## config.mk

```make
export PLATFORM = sky130hd
export DESIGN_NAME = alu_arbiter
export DESIGN_NICKNAME = d
export VERILOG_FILES = /design/src/rtl/alu_arbiter.sv
export SDC_FILE = /design/constraint.sdc
export NUM_CORES = 1
export LEC_CHECK = 0
export CORE_AREA = 2 2 127 129
export DETAILED_ROUTE_END_ITERATION = 10
export DIE_AREA = 0 0 129 131
export GPL_TIMING_DRIVEN = 0
export PLACE_DENSITY_LB_ADDON = 0.3
export SLEW_MARGIN = 20
export SYNTH_ARGS = -nofsm -noshare
export SYNTH_HDL_FRONTEND = slang
export SYNTH_SLANG_ARGS = --single-unit
export TNS_END_PERCENT = 1
```

## constraint.sdc

```tcl
create_clock -name clk -period 5.88 [get_ports clk]
set_input_delay 1.176 -clock clk [delete_from_list [all_inputs] [get_ports clk]]
set_output_delay 1.176 -clock clk [all_outputs]
set_load 0.01 [all_outputs]
```

## src/rtl/alu_arbiter.sv

```systemverilog
// Two-requester round-robin arbiter in front of a shared combinational ALU.
// Optional grant counters are built only when ALU_ARB_STATS_EN is defined.
module alu_arbiter #(
    parameter logic PRIO_INIT = 1'b0
) (
    input  logic        clk,
    input  logic        reset,
    input  logic        r0_valid,
    output logic        r0_ready,
    input  logic [31:0] r0_a,
    input  logic [31:0] r0_b,
    input  logic [4:0]  r0_shamt,
    input  logic [4:0]  r0_sel,
    input  logic        r1_valid,
    output logic        r1_ready,
    input  logic [31:0] r1_a,
    input  logic [31:0] r1_b,
    input  logic [4:0]  r1_shamt,
    input  logic [4:0]  r1_sel,
    output logic [31:0] alu_a,
    output logic [31:0] alu_b,
    output logic [4:0]  alu_shamt,
    output logic [4:0]  alu_sel,
    input  logic [31:0] alu_y,
    input  logic        alu_zero,
    output logic        res_valid,
    input  logic        res_ready,
    output logic        res_id,
    output logic [31:0] res_y,
    output logic        res_zero,
    output logic [15:0] cnt0,
    output logic [15:0] cnt1
);

    typedef enum logic [1:0] {
        IDLE = 2'd0,
        EXEC = 2'd1,
        HOLD = 2'd2
    } state_t;

    state_t      state_r;
    logic        last_grant_r;
    logic [31:0] op_a_r;
    logic [31:0] op_b_r;
    logic [4:0]  op_shamt_r;
    logic [4:0]  op_sel_r;
    logic        res_valid_r;
    logic        res_id_r;
    logic [31:0] res_y_r;
    logic        res_zero_r;
    logic        sel_valid_s;
    logic        sel_id_s;
    logic        accept_s;

    // Pick this cycle's candidate; on contention favour the one not granted last.
    always_comb begin
        sel_valid_s = 1'b0;
        sel_id_s    = 1'b0;
        if (r0_valid && r1_valid) begin
            sel_valid_s = 1'b1;
            sel_id_s    = ~last_grant_r;
        end else if (r0_valid) begin
            sel_valid_s = 1'b1;
            sel_id_s    = 1'b0;
        end else if (r1_valid) begin
            sel_valid_s = 1'b1;
            sel_id_s    = 1'b1;
        end else begin
            sel_valid_s = 1'b0;
            sel_id_s    = 1'b0;
        end
    end

    assign accept_s = (state_r == IDLE) && sel_valid_s;
    assign r0_ready = accept_s && !sel_id_s;
    assign r1_ready = accept_s && sel_id_s;

    assign alu_a     = op_a_r;
    assign alu_b     = op_b_r;
    assign alu_shamt = op_shamt_r;
    assign alu_sel   = op_sel_r;
    assign res_valid = res_valid_r;
    assign res_id    = res_id_r;
    assign res_y     = res_y_r;
    assign res_zero  = res_zero_r;

    // Control FSM with operand and result registers.
    always_ff @(posedge clk or posedge reset) begin
        if (reset) begin
            state_r      <= IDLE;
            last_grant_r <= ~PRIO_INIT;
            op_a_r       <= 32'd0;
            op_b_r       <= 32'd0;
            op_shamt_r   <= 5'd0;
            op_sel_r     <= 5'd0;
            res_valid_r  <= 1'b0;
            res_id_r     <= 1'b0;
            res_y_r      <= 32'd0;
            res_zero_r   <= 1'b0;
        end else begin
            case (state_r)
                IDLE: begin
                    if (accept_s) begin
                        op_a_r       <= sel_id_s ? r1_a : r0_a;
                        op_b_r       <= sel_id_s ? r1_b : r0_b;
                        op_shamt_r   <= sel_id_s ? r1_shamt : r0_shamt;
                        op_sel_r     <= sel_id_s ? r1_sel : r0_sel;
                        last_grant_r <= sel_id_s;
                        res_id_r     <= sel_id_s;
                        state_r      <= EXEC;
                    end else begin
                        state_r <= IDLE;
                    end
                end
                EXEC: begin
                    res_y_r     <= alu_y;
                    res_zero_r  <= alu_zero;
                    res_valid_r <= 1'b1;
                    state_r     <= HOLD;
                end
                HOLD: begin
                    if (res_ready) begin
                        res_valid_r <= 1'b0;
                        state_r     <= IDLE;
                    end else begin
                        state_r <= HOLD;
                    end
                end
                default: begin
                    res_valid_r <= 1'b0;
                    state_r     <= IDLE;
                end
            endcase
        end
    end

`ifdef ALU_ARB_STATS_EN
    logic [15:0] cnt0_r;
    logic [15:0] cnt1_r;

    // Saturating per-requester accept counters.
    always_ff @(posedge clk or posedge reset) begin
        if (reset) begin
            cnt0_r <= 16'd0;
            cnt1_r <= 16'd0;
        end else begin
            if (r0_ready && (cnt0_r != 16'hFFFF)) begin
                cnt0_r <= cnt0_r + 16'd1;
            end
            if (r1_ready && (cnt1_r != 16'hFFFF)) begin
                cnt1_r <= cnt1_r + 16'd1;
            end
        end
    end

    assign cnt0 = cnt0_r;
    assign cnt1 = cnt1_r;
`else
    assign cnt0 = 16'd0;
    assign cnt1 = 16'd0;
`endif

endmodule

```

==> results_dict.tcl, run 1 <==
set metrics [dict create \
    post-route-util 0.553 \
    clock_path_buffers 2 \
    drive_above_1_share 0.111 \
    syn-mean-instance-area_sq_um 13.2 \
    cts_made_buffers 9 \
    drc 0 \
    startpoint "r1_valid" \
    period_share 0.755 \
    die_area_sq_mm 0.0169 \
    crit_buf_inv 4 \
    gr-total-overflow 0 \
    hold_class "flip-flop to flip-flop" \
    cts_tree "built" \
    holdBufCountCts 0 \
    worstPathArrival_ns 3.26 \
    setup_tns_ns 0 \
    antenna_found_initial 0 \
    path_cells "clkdlybuf4s50_1 > a21boi_1 > buf_2 > buf_2 > and2_1 > clkdlybuf4s50_1" \
    gp_congestion 0.760 \
    place_hpwl_um 12700 \
    grt_max_degree 59 \
    ys_top_cells_by_area "dfrtp_1 (56%), a221o_1 (15%), and3_1 (9.3%)" \
    ys_seq_elements 112 \
    synth-main-ff-cell "dfrtp_1" \
    multiInputGateArea_sq_mm 0.00179 \
    drt_iter0_markers 180 \
    grt_pass1_wl_um 24000 \
    path_max_fanout 10 \
    postSynth.asyncResetShare 1.00 \
    whs_ns 0.484 \
    antenna_left 0 \
    synth_top_area_frac 0.559 \
    post_cts_buffers 0 \
    power_density_mw_per_mm2 474 \
    final_net_count 902 \
    max_stage_delay_ns 0.57 \
    setup_viol 0 \
    relSlewSlack 0.635 \
    fin_crit_ns 4.44 \
    vias 4514 \
    groute.usage.overall 0.186 \
    grt_pass1_vias 4563 \
    die-width_um 129 \
    start_util 0.318 \
    drv_slew 0 \
    die_y_um 131 \
    cts.sinks 112 \
    setup_ws_ns 1.44 \
    outcome "finished, final reports clean" \
    n_antenna_cell 0 \
    cp.required_ns 4.70 \
    wl_per_cell_um 17.4 \
    fillers 1344 \
    synth_area_leader_cell "dfrtp_1" \
    critical_path_class "input port to output port" \
    finalHoldViolCount 0 \
    seq_area_sq_mm 0.00280 \
    cts_max_level 3 \
    core.rowCount 46 \
    cp_top_family "buffers and inverters" \
    rr_startpoint "state_r[0]" \
    post_cts_resized 0 \
    io_pins 329 \
    synth_edf_count 0 \
    max_freq_mhz 225 \
    clk_pin_slew_worst_paths_ns 0.07 \
    io_buffers 296 \
    yosysMostFrequentCell "dfrtp_1" \
    worst_setup_path_end_kind "output port" \
    start_kind "input port" \
    drt-vias-per-instance 4.82 \
    cpMaxStageDelayCell "clkdlybuf4s50_1" \
    yosysSeqAreaShare 0.564 \
    dr.pass1.iters 4 \
    clock_skew_ns 0.00776 \
    core_area_sq_mm 0.0156 \
    tightest_slew_ns 0.547 \
    synthCells 377 \
    ir_drop_uv 166 \
    cts-root-buf "clkbuf_16" \
    min_from "res_y[15]" \
    rsz0062_at_grt "no" \
    ys_warn_count 0 \
    cap_violations 0 \
    wirelength_um 16300 \
    syn-cell-area_sq_mm 0.00497 \
    insertion_delay_ns 0.34 \
    ys_types 23 \
    yosys-top-cells-count "dfrtp_1 (111), a221o_1 (74), and3_1 (74)" \
    dp_worst_setup_slack_ns 1.40 \
    area.growth.synth_to_final_pct 73.8 \
    leakagePower_nw 3.93 \
]
-- worst register-to-register path, cell delays in order, from the launching register on --
cell and delay [ns]:
dfrtp_1 0.44, nor2_4 0.22, o21ai_2 0.18, clkbuf_1 0.29, a221o_1 0.44
-- power breakdown --
group | internal, mW | leakage (nW) | total, mW | switching (mW)
Sequential | 1.16 | 1.36 | 1.37 | 0.210
Combinational | 1.25 | 2.43 | 2.14 | 0.886
Clock | 0.303 | 0.137 | 0.587 | 0.284
Total | 2.71 | 3.93 | 4.09 | 1.38
-- registers in the layout (all words and copies together) (netlist names) --
register,count
alu_sel,5
last_grant_r,1
res_y,32
alu_b,32
alu_a,32
state_r,2
res_id,1
res_valid,1
res_zero,1
alu_shamt,5
-- final cells by class --
type,count,share of cell area
sequential,112,0.325
inverter,2,0.00145
clock buffer,11,0.0281
tap,216,0.0313
clock inverter,5,0.00449
buffer,68,0.0557
multi-input combinational,226,0.208
timing repair buffer,297,0.346
-- kinds of logic after synthesis --
logic type	count (synthesis)	share of synthesized area
AOI/OAI and AO/OA	81	0.159
buffers and inverters	70	0.0982
DFF	112	0.564
muxes	33	0.0748
other	1	0.000755
and+or+nand+nor	80	0.102
-- final timing paths --
check	cells past startpoint	end	slack, ns
setup reg to reg	4	alu_a[11]	4.19
setup / recovery	6	r1_ready	1.44
max in group asynchronous	3	alu_a[28]	3.93
min in group asynchronous	2	res_y[7]	1.26
hold / removal	1	res_y[15]	0.48
hold reg to reg	1	res_y[15]	0.48
-- metrics by stage --
stage          cells  cell area, sq um  power [mW]
2_1_floorplan    408              5080        2.38
3_3_place_gp     920              8320        3.48
3_5_place_dp     921              8350        3.55
4_1_cts          937              8630        4.15
5_1_grt          937              8630        4.36
6_report         937              8630        4.09
-- cells in the final DEF (no fill, tap or decap), types with 3 or more instances in the layout --
| master | count |
|---|---|
| clkdlybuf4s50_1 | 296 |
| dfrtp_1 | 111 |
| and3_1 | 74 |
| a221o_1 | 74 |
| buf_4 | 35 |
| conb_1 | 32 |
| mux2_1 | 29 |
| clkbuf_1 | 14 |
| buf_6 | 11 |
| buf_2 | 9 |
| clkbuf_16 | 9 |
| mux2_2 | 4 |
| inv_6 | 3 |
| a21o_1 | 3 |
-- per-layer routing --
metal | track usage | part of all wire | vias to the layer above | wire length (um)
met1 | 0.208 | 0.38 | 2174 | 6180
li1 | - | - | 2061 | -
met2 | 0.325 | 0.50 | 248 | 8130
met5 | 0 | 0 | - | 0
met3 | 0.0611 | 0.098 | 31 | 1600
met4 | 0.0793 | 0.027 | 0 | 436
No activity file was read; power rests on OpenSTA's default activity.
==> run 2, diff against run 1 <==
Settings changed: CORE_AREA 2 2 127 129 to 2 2 128 130, DIE_AREA 0 0 129 131 to 0 0 130 132.
Clock period 5.88 ns to 4.1 ns, I/O delays scaled along.
==> results_dict.tcl, run 2 (same netlist as run 1, synthesis figures left out) <==
set metrics [dict create \
    drive_above_1_share 0.112 \
    grt_pass1_wl_um 24400 \
    die_y_um 132 \
    worstPathArrival_ns 2.91 \
    worstRegToRegCells 4 \
    io_buffers 296 \
    setup_viol 0 \
    start_util 0.316 \
    setup_tns_ns 0 \
    clock_path_buffers 2 \
    final_net_count 902 \
    finalHoldViolCount 0 \
    startpoint "r1_valid" \
    drv_slew 0 \
    core_area_sq_mm 0.0157 \
    core.rowCount 46 \
    wl_per_cell_um 17.7 \
    ir_drop_uv 276 \
    cpMaxStageDelayCell "clkdlybuf4s50_1" \
    fin_crit_ns 3.73 \
    post-route-util 0.550 \
    rr_startpoint "state_r[0]" \
    clk_pin_slew_worst_paths_ns 0.07 \
    power_density_mw_per_mm2 682 \
    path_max_fanout 10 \
    cts_tree "built" \
    groute.usage.overall 0.185 \
    max_freq_mhz 268 \
    cp.required_ns 3.28 \
    vias 4411 \
    die_area_sq_mm 0.0172 \
    drt-vias-per-instance 4.71 \
    hold_class "flip-flop to flip-flop" \
    wirelength_um 16600 \
    place_hpwl_um 12900 \
    gp_congestion 0.745 \
    max_stage_delay_ns 0.56 \
    layout_common_cells "clkdlybuf4s50_1 (296), dfrtp_1 (111), and3_1 (74), a221o_1 (74), buf_4 (35)" \
    area.growth.synth_to_final_pct 73.9 \
    grt_max_degree 60 \
    drc 0 \
    clock_skew_ns 0.00892 \
    insertion_delay_ns 0.35 \
    fin_area_sq_mm 0.00864 \
    holdBufCountCts 0 \
    cts.sinks 112 \
    tightest_slew_ns 0.697 \
    fillers 1344 \
    cts_made_buffers 9 \
    worst_setup_path_end_kind "output port" \
    setup_ws_ns 0.374 \
    drt_iter0_markers 128 \
    io_pins 329 \
    post_cts_buffers 0 \
    placed_cell_area_sq_mm 0.00835 \
    period_share 0.909 \
    power_mw 5.89 \
    rsz0062_at_grt "no" \
    grt_pass1_vias 4638 \
    relSlewSlack 0.536 \
    min_from "res_valid" \
    post_cts_resized 0 \
    final_cells 937 \
    n_antenna_cell 0 \
    start_kind "input port" \
    whs_ns 0.488 \
    critical_path_class "input port to output port" \
    leakagePower_nw 3.93 \
    antenna_left 0 \
    cts-root-buf "clkbuf_16" \
    layout_commonest_cell "clkdlybuf4s50_1" \
    die-width_um 130 \
    reg2reg_slack_ns 2.35 \
    dp_worst_setup_slack_ns 0.364 \
    dr.pass1.iters 8 \
    outcome "finished, final reports clean" \
    cts_max_level 3 \
    cap_violations 0 \
    placed_cells_incl_taps 921 \
    whs_path_depth 1 \
    antenna_found_initial 0 \
    gr-total-overflow 0 \
    path_cells "clkdlybuf4s50_1 > a21boi_1 > buf_2 > buf_2 > and2_1 > clkdlybuf4s50_1" \
]
[run 2: cell types whose count changed in the layout (fill, tap and decap cells not counted)]
cell	change
inv_6	+2
clkbuf_1	-1
clkbuf_8	-1
clkinv_4	-1
clkinv_8	+1
[run 2: worst max-delay path: cells and delay by family]
kind            cells  cell delay [ns]
buf+inv             4             1.61
compound gates      1             0.27
simple gates        1             0.21
[run 2: report_power, final]
group | internal (mW) | leakage, nW | switching [mW] | total (mW)
sequential | 1.66 | 1.36 | 0.307 | 1.97
clock | 0.426 | 0.140 | 0.429 | 0.855
combinational | 1.80 | 2.43 | 1.27 | 3.07
total | 3.88 | 3.93 | 2.01 | 5.89
[run 2: layout make-up]
class | count | area [sq um] | area share
clock inverters | 7 | 63.8 | 0.00739
inverters | 2 | 12.5 | 0.00145
plain buffers | 68 | 480 | 0.0556
flip-flops and latches | 112 | 2800 | 0.325
clock buffers | 9 | 225 | 0.0261
repair buffers | 297 | 2990 | 0.346
multi-input cells | 226 | 1790 | 0.207
well taps | 216 | 270 | 0.0313
[run 2: routing by layer]
metal | GRT usage | share of wire
met1 | 0.211 | 0.39
met5 | 0 | 0
met3 | 0.0515 | 0.084
met4 | 0.0597 | 0.019
met2 | 0.329 | 0.50
[run 2: worst paths after layout]
path / end
max in group asynchronous: alu_a[26]
min reg2reg: res_valid
min: res_valid
max: r1_ready
max reg2reg: alu_b[30]
min in group asynchronous: res_y[1]
